**config.mk**
```make
export PLATFORM = sky130hd
export DESIGN_NAME = toggle_pulse_gen
export DESIGN_NICKNAME = d
export VERILOG_FILES = /design/src/rtl/toggle_pkg.sv /design/src/rtl/sync_debounce.sv /design/src/rtl/toggle_pulse_gen.sv
export SDC_FILE = /design/constraint.sdc
export NUM_CORES = 1
export LEC_CHECK = 0
export BUFFER_PORTS_ARGS = -buffer_cell sky130_fd_sc_hd__buf_2
export CORE_AREA = 2 2 39 41
export DETAILED_ROUTE_END_ITERATION = 10
export DIE_AREA = 0 0 41 43
export HOLD_SLACK_MARGIN = 0.12
export PLACE_DENSITY_LB_ADDON = 0.3
export SLEW_MARGIN = 10
export SYNTH_ARGS = -nofsm -noshare
export SYNTH_HDL_FRONTEND = slang
export SYNTH_HIERARCHICAL = 1
export SYNTH_SLANG_ARGS = --single-unit
```
**constraint.sdc**
```tcl
create_clock -name clk -period 2.51 [get_ports clk]
set_input_delay 0.753 -clock clk [delete_from_list [all_inputs] [get_ports clk]]
set_output_delay 0.753 -clock clk [all_outputs]
set_load 0.01 [all_outputs]
```
**src/rtl/toggle_pkg.sv**
```systemverilog
// Shared types and defaults for the push-button / divider toggle pulse generator.
package toggle_pkg;

  typedef enum logic [1:0] {
    ST_LOW       = 2'd0,
    ST_WAIT_HIGH = 2'd1,
    ST_HIGH      = 2'd2,
    ST_WAIT_LOW  = 2'd3
  } db_state_e;

  localparam int unsigned DEBOUNCE_CYCLES_DEF = 16;

endpackage

```
**src/rtl/sync_debounce.sv**
```systemverilog
// Two-flop synchronizer plus debounce FSM; btn_stable follows btn_in only after
// DEBOUNCE_CYCLES consecutive disagreeing synchronized samples.
//
// state        | meaning
// ST_LOW       | debounced level is 0, input agrees
// ST_WAIT_HIGH | debounced level is 0, counting samples at 1
// ST_HIGH      | debounced level is 1, input agrees
// ST_WAIT_LOW  | debounced level is 1, counting samples at 0
module sync_debounce
  import toggle_pkg::*;
#(
  parameter int unsigned DEBOUNCE_CYCLES = DEBOUNCE_CYCLES_DEF
) (
  input  logic clk,
  input  logic rst,
  input  logic btn_in,
  output logic btn_stable
);

  localparam int CNT_W = $clog2(DEBOUNCE_CYCLES + 1);
  localparam logic [CNT_W-1:0] CNT_LAST = CNT_W'(DEBOUNCE_CYCLES - 1);

  logic             s1_q, s1_d;
  logic             btn_sync_q, btn_sync_d;
  db_state_e        state_q, state_d;
  logic [CNT_W-1:0] cnt_q, cnt_d;
  logic             stable_q, stable_d;

  always_comb begin
    s1_d       = btn_in;
    btn_sync_d = s1_q;
    state_d    = state_q;
    cnt_d      = '0;
    stable_d   = stable_q;
    case (state_q)
      ST_LOW: begin
        if (btn_sync_q) begin
          state_d = ST_WAIT_HIGH;
          cnt_d   = CNT_W'(1);
        end
      end
      ST_WAIT_HIGH: begin
        if (!btn_sync_q) begin
          state_d = ST_LOW;
        end else if (cnt_q == CNT_LAST) begin
          state_d  = ST_HIGH;
          stable_d = 1'b1;
        end else begin
          cnt_d = cnt_q + CNT_W'(1);
        end
      end
      ST_HIGH: begin
        if (!btn_sync_q) begin
          state_d = ST_WAIT_LOW;
          cnt_d   = CNT_W'(1);
        end
      end
      ST_WAIT_LOW: begin
        if (btn_sync_q) begin
          state_d = ST_HIGH;
        end else if (cnt_q == CNT_LAST) begin
          state_d  = ST_LOW;
          stable_d = 1'b0;
        end else begin
          cnt_d = cnt_q + CNT_W'(1);
        end
      end
      default: begin
        state_d  = ST_LOW;
        stable_d = 1'b0;
      end
    endcase
  end

  always_ff @(posedge clk) begin
    if (rst) begin
      s1_q       <= 1'b0;
      btn_sync_q <= 1'b0;
      state_q    <= ST_LOW;
      cnt_q      <= '0;
      stable_q   <= 1'b0;
    end else begin
      s1_q       <= s1_d;
      btn_sync_q <= btn_sync_d;
      state_q    <= state_d;
      cnt_q      <= cnt_d;
      stable_q   <= stable_d;
    end
  end

  assign btn_stable = stable_q;

endmodule

```
**src/rtl/toggle_pulse_gen.sv**
```systemverilog
// Turns debounced button presses and optional divider ticks into one-cycle T pulses.
// Define TOGGLE_DIVIDER_EN to build the periodic divider; otherwise div_en/div_val are ignored.
module toggle_pulse_gen
  import toggle_pkg::*;
#(
  parameter int unsigned DEBOUNCE_CYCLES = DEBOUNCE_CYCLES_DEF,
  parameter int unsigned DIV_WIDTH       = 8
) (
  input  logic                 clk,
  input  logic                 rst,
  input  logic                 btn_in,
  input  logic                 div_en,
  input  logic [DIV_WIDTH-1:0] div_val,
  output logic                 T,
  output logic                 btn_stable
);

  logic btn_stable_d_q, btn_stable_d_d;
  logic t_q, t_d;
  logic press;
  logic tick;

  sync_debounce #(
    .DEBOUNCE_CYCLES(DEBOUNCE_CYCLES)
  ) u_sync_debounce (
    .clk       (clk),
    .rst       (rst),
    .btn_in    (btn_in),
    .btn_stable(btn_stable)
  );

`ifdef TOGGLE_DIVIDER_EN
  logic                 div_en_q, div_en_d;
  logic [DIV_WIDTH-1:0] div_cnt_q, div_cnt_d;
  logic [DIV_WIDTH-1:0] div_val_q, div_val_d;
  logic                 div_rise;

  // Counting starts the cycle after div_en is first seen, so the first tick
  // lands div_val+1 edges after that.
  always_comb begin
    div_en_d  = div_en;
    div_rise  = div_en & ~div_en_q;
    tick      = div_en & div_en_q & (div_cnt_q == div_val_q);
    div_cnt_d = (div_en & div_en_q & ~tick) ? div_cnt_q + DIV_WIDTH'(1) : '0;
    div_val_d = (div_rise | tick) ? div_val : div_val_q;
  end

  always_ff @(posedge clk) begin
    if (rst) begin
      div_en_q  <= 1'b0;
      div_cnt_q <= '0;
      div_val_q <= '0;
    end else begin
      div_en_q  <= div_en_d;
      div_cnt_q <= div_cnt_d;
      div_val_q <= div_val_d;
    end
  end
`else
  logic unused_div;
  assign unused_div = ^{div_en, div_val};
  assign tick       = 1'b0;
`endif

  always_comb begin
    btn_stable_d_d = btn_stable;
    press          = btn_stable & ~btn_stable_d_q;
    t_d            = press | tick;
  end

  always_ff @(posedge clk) begin
    if (rst) begin
      btn_stable_d_q <= 1'b0;
      t_q            <= 1'b0;
    end else begin
      btn_stable_d_q <= btn_stable_d_d;
      t_q            <= t_d;
    end
  end

  assign T = t_q;

endmodule

```
# --- Word level (Yosys, flattened, before mapping) ---
# Index checks and enable logic that the tools add are counted.
classes:
  n_addsub: 1
  eq_ne: 12
  n_mux: 18
  bitwise: 2
  reduce_logical: 4
ops:
  columns: ["operator", "n"]
  rows:
  - ["$pmux 5 s4", 1]
  - ["$mux 5", 3]
  - ["$mux 2", 6]
  - ["$ne 2x1->1 const B", 4]
  - ["$pmux 2 s4", 1]
  - ["$mux 1", 6]
  - ["$add 5x1->5 const B", 1]
  - ["$eq 5x4->1 const B", 1]
  - ["$reduce_and 5->1", 1]
  - ["$eq 2x2->1 const B", 2]
  - ["$ne 2x2->1 const B", 2]
  - ["$reduce_and 4->1", 1]
  - ["$ne 3x1->1 const B", 1]
  - ["$ne 3x3->1 const B", 1]
  - ["$eq 2x1->1 const B", 1]
  - ["$logic_not 2->1", 1]
  - ["$pmux 1 s2", 1]
  - ["$reduce_bool 2->1", 1]
  - ["$and 1x1->1", 1]
  - ["$not 1->1", 1]
totals:
  register_bits: 12
  output_inout_bits: 2

# --- Longest topological paths before layout ---
logic_depth:
  depth_word: 4
  ltp_mapped: 4

# --- Modules after synthesis ---
# Netlist, hierarchy kept.
modules_own_cells:
  columns: ["module", "n_inst", "cells_per_inst", "area_per_inst_um2", "seq_area_each_um2"]
  rows:
  - ["sync_debounce", 1, 39, 399.1, 200.2]
  - ["toggle_pulse_gen", 1, 4, 58.8, 40.0]

# --- Worst setup path before layout ---
# No wires, ideal clock.
synth_path:
  path_kind: "input -> register"
  startpoint: "input port rst"
  endpoint: "register u_sync_debounce.stable_q (netlist: u_sync_debounce/btn_stable)"
  arrival_ns: 1.093
  setup_slack_ns: 1.288
  path_stages: 3
  path_cell_list: "and4bb_2 > nand2_1 > o311ai_1"
synth_lines:
  columns: ["item", "line_no", "text"]
  rows:
  - ["start, declared", "toggle_pulse_gen.sv:10", "input logic rst,"]
  - ["end signal, assigned", "sync_debounce.sv:87", "stable_q <= stable_d;"]
  - ["end, declared", "sync_debounce.sv:27", "logic stable_q, stable_d;"]

# --- Worst setup path after layout ---
layout_path:
  startpoint: "register u_sync_debounce.stable_q (netlist: u_sync_debounce/btn_stable)"
  endpoint: "output port btn_stable"
layout_lines:
  columns: ["item", "line_no", "text"]
  rows:
  - ["end, declared", "toggle_pulse_gen.sv:15", "output logic btn_stable"]
# No word-level cell between the ends.

==> key figures <==
Timing
  • Setup violators final: 0
  • Final period utilization: approximately three fifths
  • Slew @ Worst Pin: around 230 ps
  • RSZ-0062 raised after global routing: no
  • Final Max Slew Viols: 0
  • Total negative slack: 0 ps
  • Slew headroom: between 80% and 90%
  • Fin crit period: approximately 1500 ps
  • Worst clock skew: ~2.7 ps
  • Final worst slack: between 900 and 1000 ps
  • Final-report hold violation count: 0
  • Max Clk Rate: 0.656 GHz

Route
  • Via density: around 4.7
  • Final ANT Viol Nets: 0
  • Via count: about 310
  • First DRT Iteration DRCs: 4
  • WL/cell: between 10 and 15 microns
  • DRC viols: 0
  • Pre-antenna DRT Iters: 2
  • Drt total wl: between 700 and 800 microns

Min path
  • Hold WC Path Type: reg -> reg
  • Min-delay src: btn_stable_d_q

Placement
  • Placed cells: 63
  • Post-place instance area: 498 sq um
  • DP HPWL: around 480 microns
  • RD Place Congestion: between 0.6 and 0.7
  • Setup WS pre-CTS: 1010 ps
  • Port bufs: 4

Worst setup path
  • Crit Path Class: reg -> out
  • Crit path largest cell delay: 360 ps
  • CP Capture Type: output pin
  • Data required, critical path: roughly 1800 ps
  • Crit Reg-Reg Startpoint: u_sync_debounce/cnt_q[0]
  • Slowest-stage cell, CP: dfxtp_1
  • Critical path data arrival time: between 700 and 800 ps
  • Critical path origin: u_sync_debounce/btn_stable
  • CP max FO: 4
  • CP Launch Type: flip-flop
  • CP cell instances: buf_2
  • Critical path's top delay family: flip-flops
  • CP bufs+invs: 1

Die
  • Die Ht: around 43 microns
  • Core Footprint: 0.00138 sq mm
  • Starting Density: ~33%
  • Boundary pin count: 14
  • Row count: 14
  • Die area: roughly 0.0018 sq mm
  • Chip width: a little over 40 microns

GRT
  • Antenna violations before repair: 0
  • Congestion Overflow GR: 0
  • First-pass GRT wire length: 1260 microns
  • Vias in the first global route: between 300 and 400
  • Largest net degree at the start of global routing: 12
  • Gr usage total: around 11%

Layout
  • Fin cells: 67
  • Fillcell total: approximately 140
  • Area growth from synthesis to layout: 16.7%
  • Layout cells sized above 1: between 20% and 30%
  • ANT cells: 0
  • NumNets Final: 65
  • Fin area: 534 sq um

Clock tree
  • CTS tree: yes
  • CTS Buf Count: 3
  • Clock slew seen by the registers of the worst setup and hold paths: approximately 70 ps
  • CTS resizes: 0
  • Root Buffer: clkbuf_4
  • Maximum root-to-sink buffer count: 2
  • Setup Fix Bufs, Post-CTS: 0
  • CTS Hold Bufs: 0
  • H-Tree Level Count: 1
  • Clock Latency Late Sink: approximately 270 ps
  • Clk sink count: 12

Power and ir drop
  • Cell Pwr Density: approximately 700 mW/mm^2
  • Flop pwr share: 54.1%
  • VDD IR max: between 200 and 250 uV
  • Net Sw Frac: between 20% and 30%
  • Combinational power share: under 10%
  • Internal power: approximately 300 uW
  • Pleak: 0.213 nW
  • Clock power share: roughly two fifths
  • Switch Pwr: between 70 and 80 uW

Synth
  • Post-Syn Area: 458 sq um
  • Syn_nets: 56
  • Library cells used by synthesis: 21
  • Avg Cell Area, Syn: about 11 sq um
  • Number of synthesized register bits: 12
  • Synth Instances: 43
  • Synth warn: 6
  • Sequential share of the synthesized area: 52.5%

Status
  • Outcome: complete, no violations

Flow run
  • MaxCap Viol Count: 0
## per-layer routing
layer / GRT usage (%) / routed length, microns / up-vias
met5: 0 / 0 / -
met3: 3.14 / 12 / 2
met2: 14.4 / 340 / 3
met4: 12.0 / 12 / 0
li1: - / - / 171
met1: 13.7 / 357 / 138
## cells by family after synthesis
kind of cell,synth area share (%)
and+or+nand+nor,28.1
DFF,52.5
adders and majority gates,2.73
buffers and inverters,2.46
AOI/OAI and AO/OA,8.47
xor gates and xnor gates,5.74
## state kept, by name, summed over array words and instances (netlist names), named ones only
register                    count
u_sync_debounce/cnt_q           5
T                               1
btn_stable_d_q                  1
u_sync_debounce/btn_stable      1
u_sync_debounce/btn_sync_d      1
u_sync_debounce/btn_sync_q      1
u_sync_debounce/state_q         1
## power groups by stage
stage	registers, mW	clock network [mW]	logic, mW
final	0.203	0.151	0.0216
after global routing	0.205	0.166	0.0245
after CTS	0.203	0.159	0.0217
after detailed placement	0.208	0	0.0217
after global placement	0.208	0	0.0213
after floorplan	0.209	0	0.0108
## metrics by stage
step	total power [mW]	utilization [%]	hold slack, ps
floorplan	0.220	-	387
global placement	0.229	36.0	391
detailed placement	0.230	36.0	396
CTS	0.384	38.6	407
global route	0.395	38.6	412
finish	0.375	38.6	402
## worst paths after layout
kind / end / slack [ps] / cells past startpoint
max: btn_stable / 980 / 1
min: T / 400 / 1
max reg2reg: flip-flop / 1310 / 4
min reg2reg: T / 400 / 1
## cells in the final DEF, fill, tap and decap left out, types with 2 or more instances in the layout
cell	netlist	final
a21oi_1	3	3
and3_1	2	2
clkbuf_4	0	3
dfxtp_1	12	12
nor2b_1	3	3
buf_2	0	4
nor3b_2	2	2
nand3_1	3	3
xor2_1	2	2
inv_1	3	3
## area by class of cell
class / count / area, sq um / area share, %
flip-flops and latches: 12 / 240 / 45.0
multi-input cells: 28 / 206 / 38.6
inverters: 3 / 11.3 / 2.11
repair buffers: 4 / 20.0 / 3.75
clock buffers: 4 / 36.3 / 6.79
well taps: 16 / 20.0 / 3.75
## synth_stat cells
| cell type | count | share of area, % |
|---|---|---|
| dfxtp_1 | 12 | 52 |
| a21oi_1 | 3 | 3.3 |
| inv_1 | 3 | 2.5 |
| nand3_1 | 3 | 3.3 |
| nor2b_1 | 3 | 4.1 |
| and3_1 | 2 | 2.7 |
| nor3b_2 | 2 | 5.5 |
| xor2_1 | 2 | 3.8 |
| a311o_1 | 1 | 2.2 |
| and4b_1 | 1 | 2.2 |
| and4bb_2 | 1 | 2.7 |
| ha_1 | 1 | 2.7 |
| nand2_1 | 1 | 0.82 |
| nand2b_1 | 1 | 1.4 |
| nand3b_1 | 1 | 1.6 |
| nand4b_1 | 1 | 1.9 |
| nor2_1 | 1 | 0.82 |
| nor3_1 | 1 | 1.1 |
| o21ai_0 | 1 | 1.1 |
| o311ai_1 | 1 | 1.9 |
| xnor2_1 | 1 | 1.9 |
Power figures use the tool's default switching activity.
